--- src/rtl/cpu_fetch_decode_if.sv ---
// Fetch/decode bus: instruction and memory status in,
// PC plus register-file and ALU controls out.
interface cpu_fetch_decode_if #(
  parameter int PC_WIDTH = 32
);
  logic [31:0]         INSTRUCTION;
  logic                BUSYWAIT;
  logic                ZERO;
  logic [PC_WIDTH-1:0] PC;
  logic [2:0]          WRITEADDR;
  logic [2:0]          READADDR1;
  logic [2:0]          READADDR2;
  logic                WRITEENABLE;
  logic [2:0]          ALUOP;
  logic [7:0]          IMMEDIATE;
  logic                IMM_SEL;
  logic                NEG_SEL;
  logic                ILLEGAL;

  modport master (
    output INSTRUCTION, BUSYWAIT, ZERO,
    input  PC, WRITEADDR, READADDR1, READADDR2,
    input  WRITEENABLE, ALUOP, IMMEDIATE,
    input  IMM_SEL, NEG_SEL, ILLEGAL
  );

  modport slave (
    input  INSTRUCTION, BUSYWAIT, ZERO,
    output PC, WRITEADDR, READADDR1, READADDR2,
    output WRITEENABLE, ALUOP, IMMEDIATE,
    output IMM_SEL, NEG_SEL, ILLEGAL
  );
endinterface

--- src/rtl/cpu_fetch_decode.sv ---
// Fetch/decode stage: PC, combinational decode,
// jump/beq resolution, stall and illegal-opcode halt.
module cpu_fetch_decode #(
  parameter int                  PC_WIDTH = 32,
  parameter logic [PC_WIDTH-1:0] RESET_PC = '0
) (
  input logic CLK,
  input logic RESET,
  cpu_fetch_decode_if.slave bus
);

  typedef enum logic [1:0] {
    RUN   = 2'd0,
    STALL = 2'd1,
    HALT  = 2'd2
  } state_t;

  state_t              state;
  logic [PC_WIDTH-1:0] pc_q;
  logic                ill_q;

  logic [7:0] opcode;
  logic [7:0] off8;
  logic       we;
  logic [2:0] aluop;
  logic       imm_sel;
  logic       neg_sel;
  logic       legal;
  logic       jump;
  logic       beq;

  logic [PC_WIDTH-1:0] pc4;
  logic [PC_WIDTH-1:0] offset;
  logic [PC_WIDTH-1:0] next_pc;
  logic                unused_bits;

  assign opcode      = bus.INSTRUCTION[31:24];
  assign off8        = bus.INSTRUCTION[23:16];
  assign unused_bits = ^bus.INSTRUCTION[15:11];

  always_comb begin
    we      = 1'b0;
    aluop   = 3'd0;
    imm_sel = 1'b0;
    neg_sel = 1'b0;
    legal   = 1'b1;
    jump    = 1'b0;
    beq     = 1'b0;
    unique case (opcode)
      8'h00: begin we = 1'b1; imm_sel = 1'b1; end
      8'h01: we = 1'b1;
      8'h02: begin we = 1'b1; aluop = 3'd1; end
      8'h03: begin
        we = 1'b1; aluop = 3'd1; neg_sel = 1'b1;
      end
      8'h04: begin we = 1'b1; aluop = 3'd2; end
      8'h05: begin we = 1'b1; aluop = 3'd3; end
      8'h06: jump = 1'b1;
      8'h07: begin
        beq = 1'b1; aluop = 3'd1; neg_sel = 1'b1;
      end
      default: legal = 1'b0;
    endcase
  end

  // Word offset: sign-extended byte field scaled by 4
  assign offset = {{(PC_WIDTH-10){off8[7]}}, off8, 2'b00};
  assign pc4    = pc_q + PC_WIDTH'(4);
  assign next_pc = (jump || (beq && bus.ZERO))
                 ? pc4 + offset : pc4;

  always_ff @(posedge CLK) begin
    if (RESET) begin
      pc_q  <= RESET_PC;
      state <= RUN;
      ill_q <= 1'b0;
    end else begin
      unique case (state)
        RUN: begin
          if (bus.BUSYWAIT) begin
            state <= STALL;
          end else if (!legal) begin
            state <= HALT;
            ill_q <= 1'b1;
          end else begin
            pc_q <= next_pc;
          end
        end
        STALL: begin
          if (!bus.BUSYWAIT) state <= RUN;
        end
        HALT: state <= HALT;
        default: state <= HALT;
      endcase
    end
  end

  assign bus.PC          = pc_q;
  assign bus.ILLEGAL     = ill_q;
  assign bus.WRITEADDR   = bus.INSTRUCTION[18:16];
  assign bus.READADDR1   = bus.INSTRUCTION[10:8];
  assign bus.READADDR2   = bus.INSTRUCTION[2:0];
  assign bus.IMMEDIATE   = bus.INSTRUCTION[7:0];
  assign bus.ALUOP       = aluop;
  assign bus.IMM_SEL     = imm_sel;
  assign bus.NEG_SEL     = neg_sel;
  assign bus.WRITEENABLE = we && (state == RUN)
                        && !bus.BUSYWAIT && !RESET;

endmodule

--- src/flat_wrapper.sv ---
// flat-port wrapper written by rule: the top's interface ports become plain ports
module cpu_fetch_decode_flat 
#(
  parameter int                  PC_WIDTH = 32,
  parameter logic [PC_WIDTH-1:0] RESET_PC = '0
)
  (CLK, RESET, bus_INSTRUCTION, bus_BUSYWAIT, bus_ZERO, bus_PC, bus_WRITEADDR, bus_READADDR1, bus_READADDR2, bus_WRITEENABLE, bus_ALUOP, bus_IMMEDIATE, bus_IMM_SEL, bus_NEG_SEL, bus_ILLEGAL);
  cpu_fetch_decode_if #(.PC_WIDTH(PC_WIDTH)) bus_i ();
  input logic CLK;
  input logic RESET;
  input wire logic [$bits(bus_i.INSTRUCTION)-1:0] bus_INSTRUCTION;
  input wire logic [$bits(bus_i.BUSYWAIT)-1:0] bus_BUSYWAIT;
  input wire logic [$bits(bus_i.ZERO)-1:0] bus_ZERO;
  output wire logic [$bits(bus_i.PC)-1:0] bus_PC;
  output wire logic [$bits(bus_i.WRITEADDR)-1:0] bus_WRITEADDR;
  output wire logic [$bits(bus_i.READADDR1)-1:0] bus_READADDR1;
  output wire logic [$bits(bus_i.READADDR2)-1:0] bus_READADDR2;
  output wire logic [$bits(bus_i.WRITEENABLE)-1:0] bus_WRITEENABLE;
  output wire logic [$bits(bus_i.ALUOP)-1:0] bus_ALUOP;
  output wire logic [$bits(bus_i.IMMEDIATE)-1:0] bus_IMMEDIATE;
  output wire logic [$bits(bus_i.IMM_SEL)-1:0] bus_IMM_SEL;
  output wire logic [$bits(bus_i.NEG_SEL)-1:0] bus_NEG_SEL;
  output wire logic [$bits(bus_i.ILLEGAL)-1:0] bus_ILLEGAL;
  assign bus_i.INSTRUCTION = bus_INSTRUCTION;
  assign bus_i.BUSYWAIT = bus_BUSYWAIT;
  assign bus_i.ZERO = bus_ZERO;
  assign bus_PC = bus_i.PC;
  assign bus_WRITEADDR = bus_i.WRITEADDR;
  assign bus_READADDR1 = bus_i.READADDR1;
  assign bus_READADDR2 = bus_i.READADDR2;
  assign bus_WRITEENABLE = bus_i.WRITEENABLE;
  assign bus_ALUOP = bus_i.ALUOP;
  assign bus_IMMEDIATE = bus_i.IMMEDIATE;
  assign bus_IMM_SEL = bus_i.IMM_SEL;
  assign bus_NEG_SEL = bus_i.NEG_SEL;
  assign bus_ILLEGAL = bus_i.ILLEGAL;
  cpu_fetch_decode #(.PC_WIDTH(PC_WIDTH), .RESET_PC(RESET_PC)) u_core (.CLK(CLK), .RESET(RESET), .bus(bus_i));
endmodule
--- config.mk ---
export PLATFORM = sky130hd
export DESIGN_NAME = cpu_fetch_decode_flat
export DESIGN_NICKNAME = d
export VERILOG_FILES = /design/src/rtl/cpu_fetch_decode_if.sv /design/src/rtl/cpu_fetch_decode.sv /design/src/flat_wrapper.sv
export SDC_FILE = /design/constraint.sdc
export NUM_CORES = 1
export LEC_CHECK = 0
export ABC_AREA = 1
export CELL_PAD_IN_SITES_DETAIL_PLACEMENT = 1
export CELL_PAD_IN_SITES_GLOBAL_PLACEMENT = 1
export CORE_MARGIN = 4
export CORE_UTILIZATION = 39
export DETAILED_ROUTE_END_ITERATION = 7
export PLACE_DENSITY = 0.84
export SYNTH_ARGS = -nofsm -noshare
export SYNTH_HDL_FRONTEND = slang
export SYNTH_SLANG_ARGS = --single-unit
--- constraint.sdc ---
create_clock -name CLK -period 6.3 [get_ports CLK]
set_input_delay 1.89 -clock CLK [delete_from_list [all_inputs] [get_ports CLK]]
set_output_delay 1.89 -clock CLK [all_outputs]
set_load 0.005 [all_outputs]
## After elaboration in Yosys (flattened, before gate mapping)

Cells that the tools add are included.

| word-level totals | value |
|---|---|
| bits in registers | 35 |
| input port bits | 36 |
| output and inout bits | 56 |
| word-level logic and storage cells | 45 |

| operators by class | value |
|---|---|
| $add $sub $neg | 2 |
| equal/unequal tests | 10 |
| mux-type cells | 12 |
| bitwise logic cells | 2 |
| reduce and logical (&&, ||, !) cells | 16 |

Operator list:

| operator | count |
|---|---|
| $add 32x3->32 const B | 1 |
| $add 32x32->32 | 1 |
| $eq 8x3->1 const B | 4 |
| $mux 32 | 1 |
| $eq 8x2->1 const B | 2 |
| $eq 8x1->1 const B | 1 |
| $logic_not 8->1 | 1 |
| $reduce_or 8->1 | 1 |
| $mux 1 | 6 |
| $mux 2 | 3 |
| $pmux 2 s3 | 1 |
| $reduce_and 3->1 | 2 |
| $reduce_or 6->1 | 1 |
| $logic_and 1x1->1 | 4 |
| $pmux 2 s2 | 1 |
| $ne 3x3->1 const B | 1 |
| $reduce_or 3->1 | 1 |
| $eq 2x1->1 const B | 1 |
| $logic_not 1->1 | 2 |
| $logic_not 2->1 | 1 |
| $ne 2x2->1 const B | 1 |
| $not 1->1 | 2 |
| $reduce_and 2->1 | 1 |
| $reduce_or 2->1 | 1 |
| $logic_or 1x1->1 | 1 |

## Longest topological paths before layout

| logic depth | value |
|---|---|
| word-level depth | 6 |
| gate-level depth with buffers | 22 |
| gate-level depth less buffers | 21 |

## Worst setup path before layout

Ideal clock, no wire load.

| path | value |
|---|---|
| path kind | in2out |
| start point | input port bus_INSTRUCTION[31] |
| end point | output port bus_WRITEENABLE |
| arrival | 2573 ps |
| data required time | 4410 ps |
| setup slack | 1837 ps |
| stages | 5 |
| buffers on the path | 0 |
| path through | nor2_1 > nand2_1 > nor3_1 > o21ai_0 > nor2_1 |

| on the way | value |
|---|---|
| word-level cells in the longest chain between the ends | 6 |
| elaborated cells between the ends (all ways) | 11 |
| those cells by class | eq/ne: 5; mux: 1; reduce/logical: 5 |

RTL lines:

| what | RTL line | text |
|---|---|---|
| start, declared | flat_wrapper.sv:11 | `input wire logic [$bits(bus_i.INSTRUCTION)-1:0] bus_INSTRUCTION;` |
| $eq 8x1->1 (tied with other cells) | cpu_fetch_decode.sv:49 | `unique case (opcode)` |
| $reduce_or 6->1 (no source line) * | - |  |
| $mux 1 * | cpu_fetch_decode.sv:49 |  |
| $logic_and 1x1->1 * | cpu_fetch_decode.sv:107 | `assign bus.WRITEENABLE = we && (state == RUN)` |
| $logic_and 1x1->1 * (2 in a row) | cpu_fetch_decode.sv:108 | `&& !bus.BUSYWAIT && !RESET;` |
| end, declared | flat_wrapper.sv:18 | `output wire logic [$bits(bus_i.WRITEENABLE)-1:0] bus_WRITEENABLE;` |

Mark *: on every way between the ends. The rest lies on a longest branch, timed or not.

## Worst setup path after layout

Same ends and word-level chain as after synthesis.

==> key figures <==
Timing
  – Worst Skew: 0.00326 ns
  – Setup TNS: 0 ns
  – Tmin final: 5.46 ns
  – Period utilization: 86.7%
  – F_max: 0.183 GHz
  – Final Hold Violating Endpoints: 0
  – WHS: 0.453 ns
  – Worst Tran Pin Value: 1.13 ns
  – RSZ-0062 raised after global routing: no
  – Final setup viols: 0
  – Slew Limit Fails: 0
  – Rel. slew slack: 24.7%

Setup path
  – CP peak stage delay: 0.50 ns
  – Crit path DAT: 3.57 ns
  – Crit end category: output pin
  – Classification of the worst setup path: input pin to output pin
  – CP most frequent cell: nor2_1
  – Worst Setup Start Kind: input pin
  – Slowest-stage cell, CP: clkdlybuf4s50_1
  – Worst EP required: 4.41 ns
  – Worst path cell trace: clkdlybuf4s50_1, nor2_1, nand2_1, nor2_1, inv_1, nor2_1, o21ai_0, nor2_1, clkdlybuf4s50_1
  – Crit path max fanout: 4

Routing
  – Wire length per cell: 16.5 um
  – DR vias: 5,402
  – Via-per-instance ratio: 5.25
  – DRT antenna net count: 0
  – First drt pass iteration count: 4
  – DR DRC count: 0
  – Total wire length: 16,900 um
  – First DRT Iteration DRCs: 320

Yosys
  – Largest family of logic cells by synthesized area: simple AND/OR/NAND/NOR gates
  – Mux cell area share after synthesis: 0%
  – Synth unique cells: 43
  – Top cell type's share of synthesized area: 20.2%
  – Adder-Cell Fraction of Synth Area: 10.2%
  – Seq/Total Area, Yosys: 13.9%
  – Post-synthesis cell area: 4740 sq um
  – Number of enable flip-flop cells after synthesis: 0
  – Synth Register Bits: 33
  – Synthesized instance count: 843
  – Synth Area in Simple Gates: 44.0%
  – Synth area leader: nand2_1
  – Ys Warns: 0
  – Compound-Gate Fraction of Synth Area: 13.2%
  – Main synth FF type: dfxtp_1
  – Asr flop ratio synth: 0%
  – Syn avg cell area: 5.63 sq um
  – Post-Synth XOR/XNOR Area: 4.01%
  – Synth top area cells: nand2_1, dfxtp_1, inv_1

Die
  – Core ar.: 12,000 sq um
  – # rows: 40
  – IO Count: 92
  – DIE HEIGHT: 118 um
  – DIE AREA: 14,000 sq um
  – Initial Utilization: 39.7%
  – Chip width: 118 um

Clocking
  – Clock sink count: 33
  – CTS tree: done
  – # resized after CTS: 0
  – Root Driver: clkbuf_16
  – CTS Buf Count: 5
  – Hold Buf Count CTS: 0
  – Skew-Pair Late Insertion Delay: 0.28 ns
  – CTS clk-pin slew, worst paths: 0.05 ns
  – H-tree lvl count: 2
  – Clock Tree Buf Depth: 2
  – Setup bufs post-CTS: 0

Placed design
  – GPL Wtd Cong: 0.946
  – Dpl hpwl: 14,000 um
  – Port-buffer cells: 58

Finish
  – Layout area overhead: 15.6%
  – Share of layout cells above drive strength 1: 4.99%
  – Commonest cells after routing, fill and taps aside: nand2_1, inv_1, nor2_1
  – Layout net count: 956
  – Layout fillers: 1,709
  – Footprint of the multi-input gates: 3400 sq um
  – Commonest non-fill, non-tap cell in the layout: nand2_1
  – Seq. cell area: 661 sq um
  – Antenna diodes: 0

GRT
  – Antenna violations before repair: 0
  – Largest net degree at the start of global routing: 40
  – Gr usage total: 23.6%
  – Vias in the first global route: 5,362
  – Global-route wire length before repair: 26,900 um
  – Grt ovf: 0

Status
  – Status: finished clean

Pwr
  – Worst vdd ir: 0.0859 mV
  – PwrDens: 103 nW/um^2
  – Leakage Power: 2.78 nW

Run
  – Max-Cap Viols: 0

Hold path
  – Worst hold path class: flip-flop to flip-flop
-- routing by layer --
metal  share of wire [%]  wire length [um]  up-vias  global-route usage, %
met5                   0                 0        -                      0
met4                 2.7               454        0                   7.77
met3                 3.9               658       29                   2.39
met2                  46              7850      119                   40.3
met1                  47              7980     2508                   31.1
li1                    -                 -     2746                      -
-- cell families (layout without fill, tap and decap cells) --
logic type	after synthesis	count (layout)
buffers and inverters	161	198
other	1	3
adders and majority gates	38	38
DFF	33	33
and+or+nand+nor	475	475
xor gates and xnor gates	20	20
AOI/OAI and AO/OA	115	115
-- layout make-up --
type | instances | area share, %
Clock buffer | 6 | 2.53
Clock inverter | 1 | 0.137
Inverter | 129 | 8.83
Multi-Input combinational cell | 651 | 61.9
Sequential cell | 33 | 12.1
Tap cell | 147 | 3.36
Timing Repair Buffer | 62 | 11.1
-- path summary, 6_finish.rpt --
| check | end | startpoint | slack, ns | cells past startpoint |
|---|---|---|---|---|
| worst max register to register | u_core.bus.PC[13] | u_core.bus.PC[2] | 2.76 | 14 |
| worst max-delay path | bus_WRITEENABLE | bus_INSTRUCTION[31] | 0.84 | 9 |
| worst min-delay path | u_core.state[0] | u_core.state[1] | 0.45 | 1 |
| worst min register to register | u_core.state[0] | u_core.state[1] | 0.45 | 1 |
-- critical path: cells and delay by family --
kind | cells | cell delay, ns
compound gates | 1 | 0.09
simple gates | 5 | 0.57
buf+inv | 3 | 1.01
-- through the flow --
step	worst slack [ns]	util [%]	instance area, sq um	total power [mW]	cells
6_report	0.839	45.8	5480	0.563	1029
3_3_place_gp	0.873	44.6	5340	0.316	1022
3_5_place_dp	0.810	44.6	5340	0.319	1022
5_1_grt	0.640	45.8	5480	0.586	1029
4_1_cts	0.806	45.8	5480	0.564	1029
2_1_floorplan	1.84	-	4750	0.287	845
-- state kept, by name (all words and copies together), names as in the netlist --
| register | count |
|---|---|
| u_core.bus.ILLEGAL | 1 |
| u_core.bus.PC | 30 |
| u_core.state | 2 |
-- Yosys cell counts (3+ instances only) --
| cell | number |
|---|---|
| ha_1 | 37 |
| buf_2 | 3 |
| nor2_2 | 3 |
| dfxtp_1 | 33 |
| xor2_1 | 15 |
| or2_2 | 8 |
| a31oi_1 | 4 |
| nand3_1 | 68 |
| o21bai_1 | 7 |
| nor2_4 | 3 |
| o21ai_0 | 41 |
| buf_4 | 21 |
| o21ai_1 | 3 |
| nor3_1 | 14 |
| xnor2_1 | 3 |
| nand3b_1 | 9 |
| nand2_2 | 3 |
| nand2_1 | 255 |
| inv_1 | 127 |
| nor2_1 | 88 |
| clkbuf_1 | 7 |
| nor3_2 | 5 |
| nand4_1 | 9 |
| a21oi_1 | 50 |
| a21oi_2 | 3 |
-- where the power goes --
group          internal (mW)  switching (mW)  total, mW
clock                  0.155          0.0923      0.247
sequential             0.212         0.00324      0.215
combinational         0.0408          0.0595      0.100
total                  0.407           0.155      0.563
(Power assumes the default switching activity.)
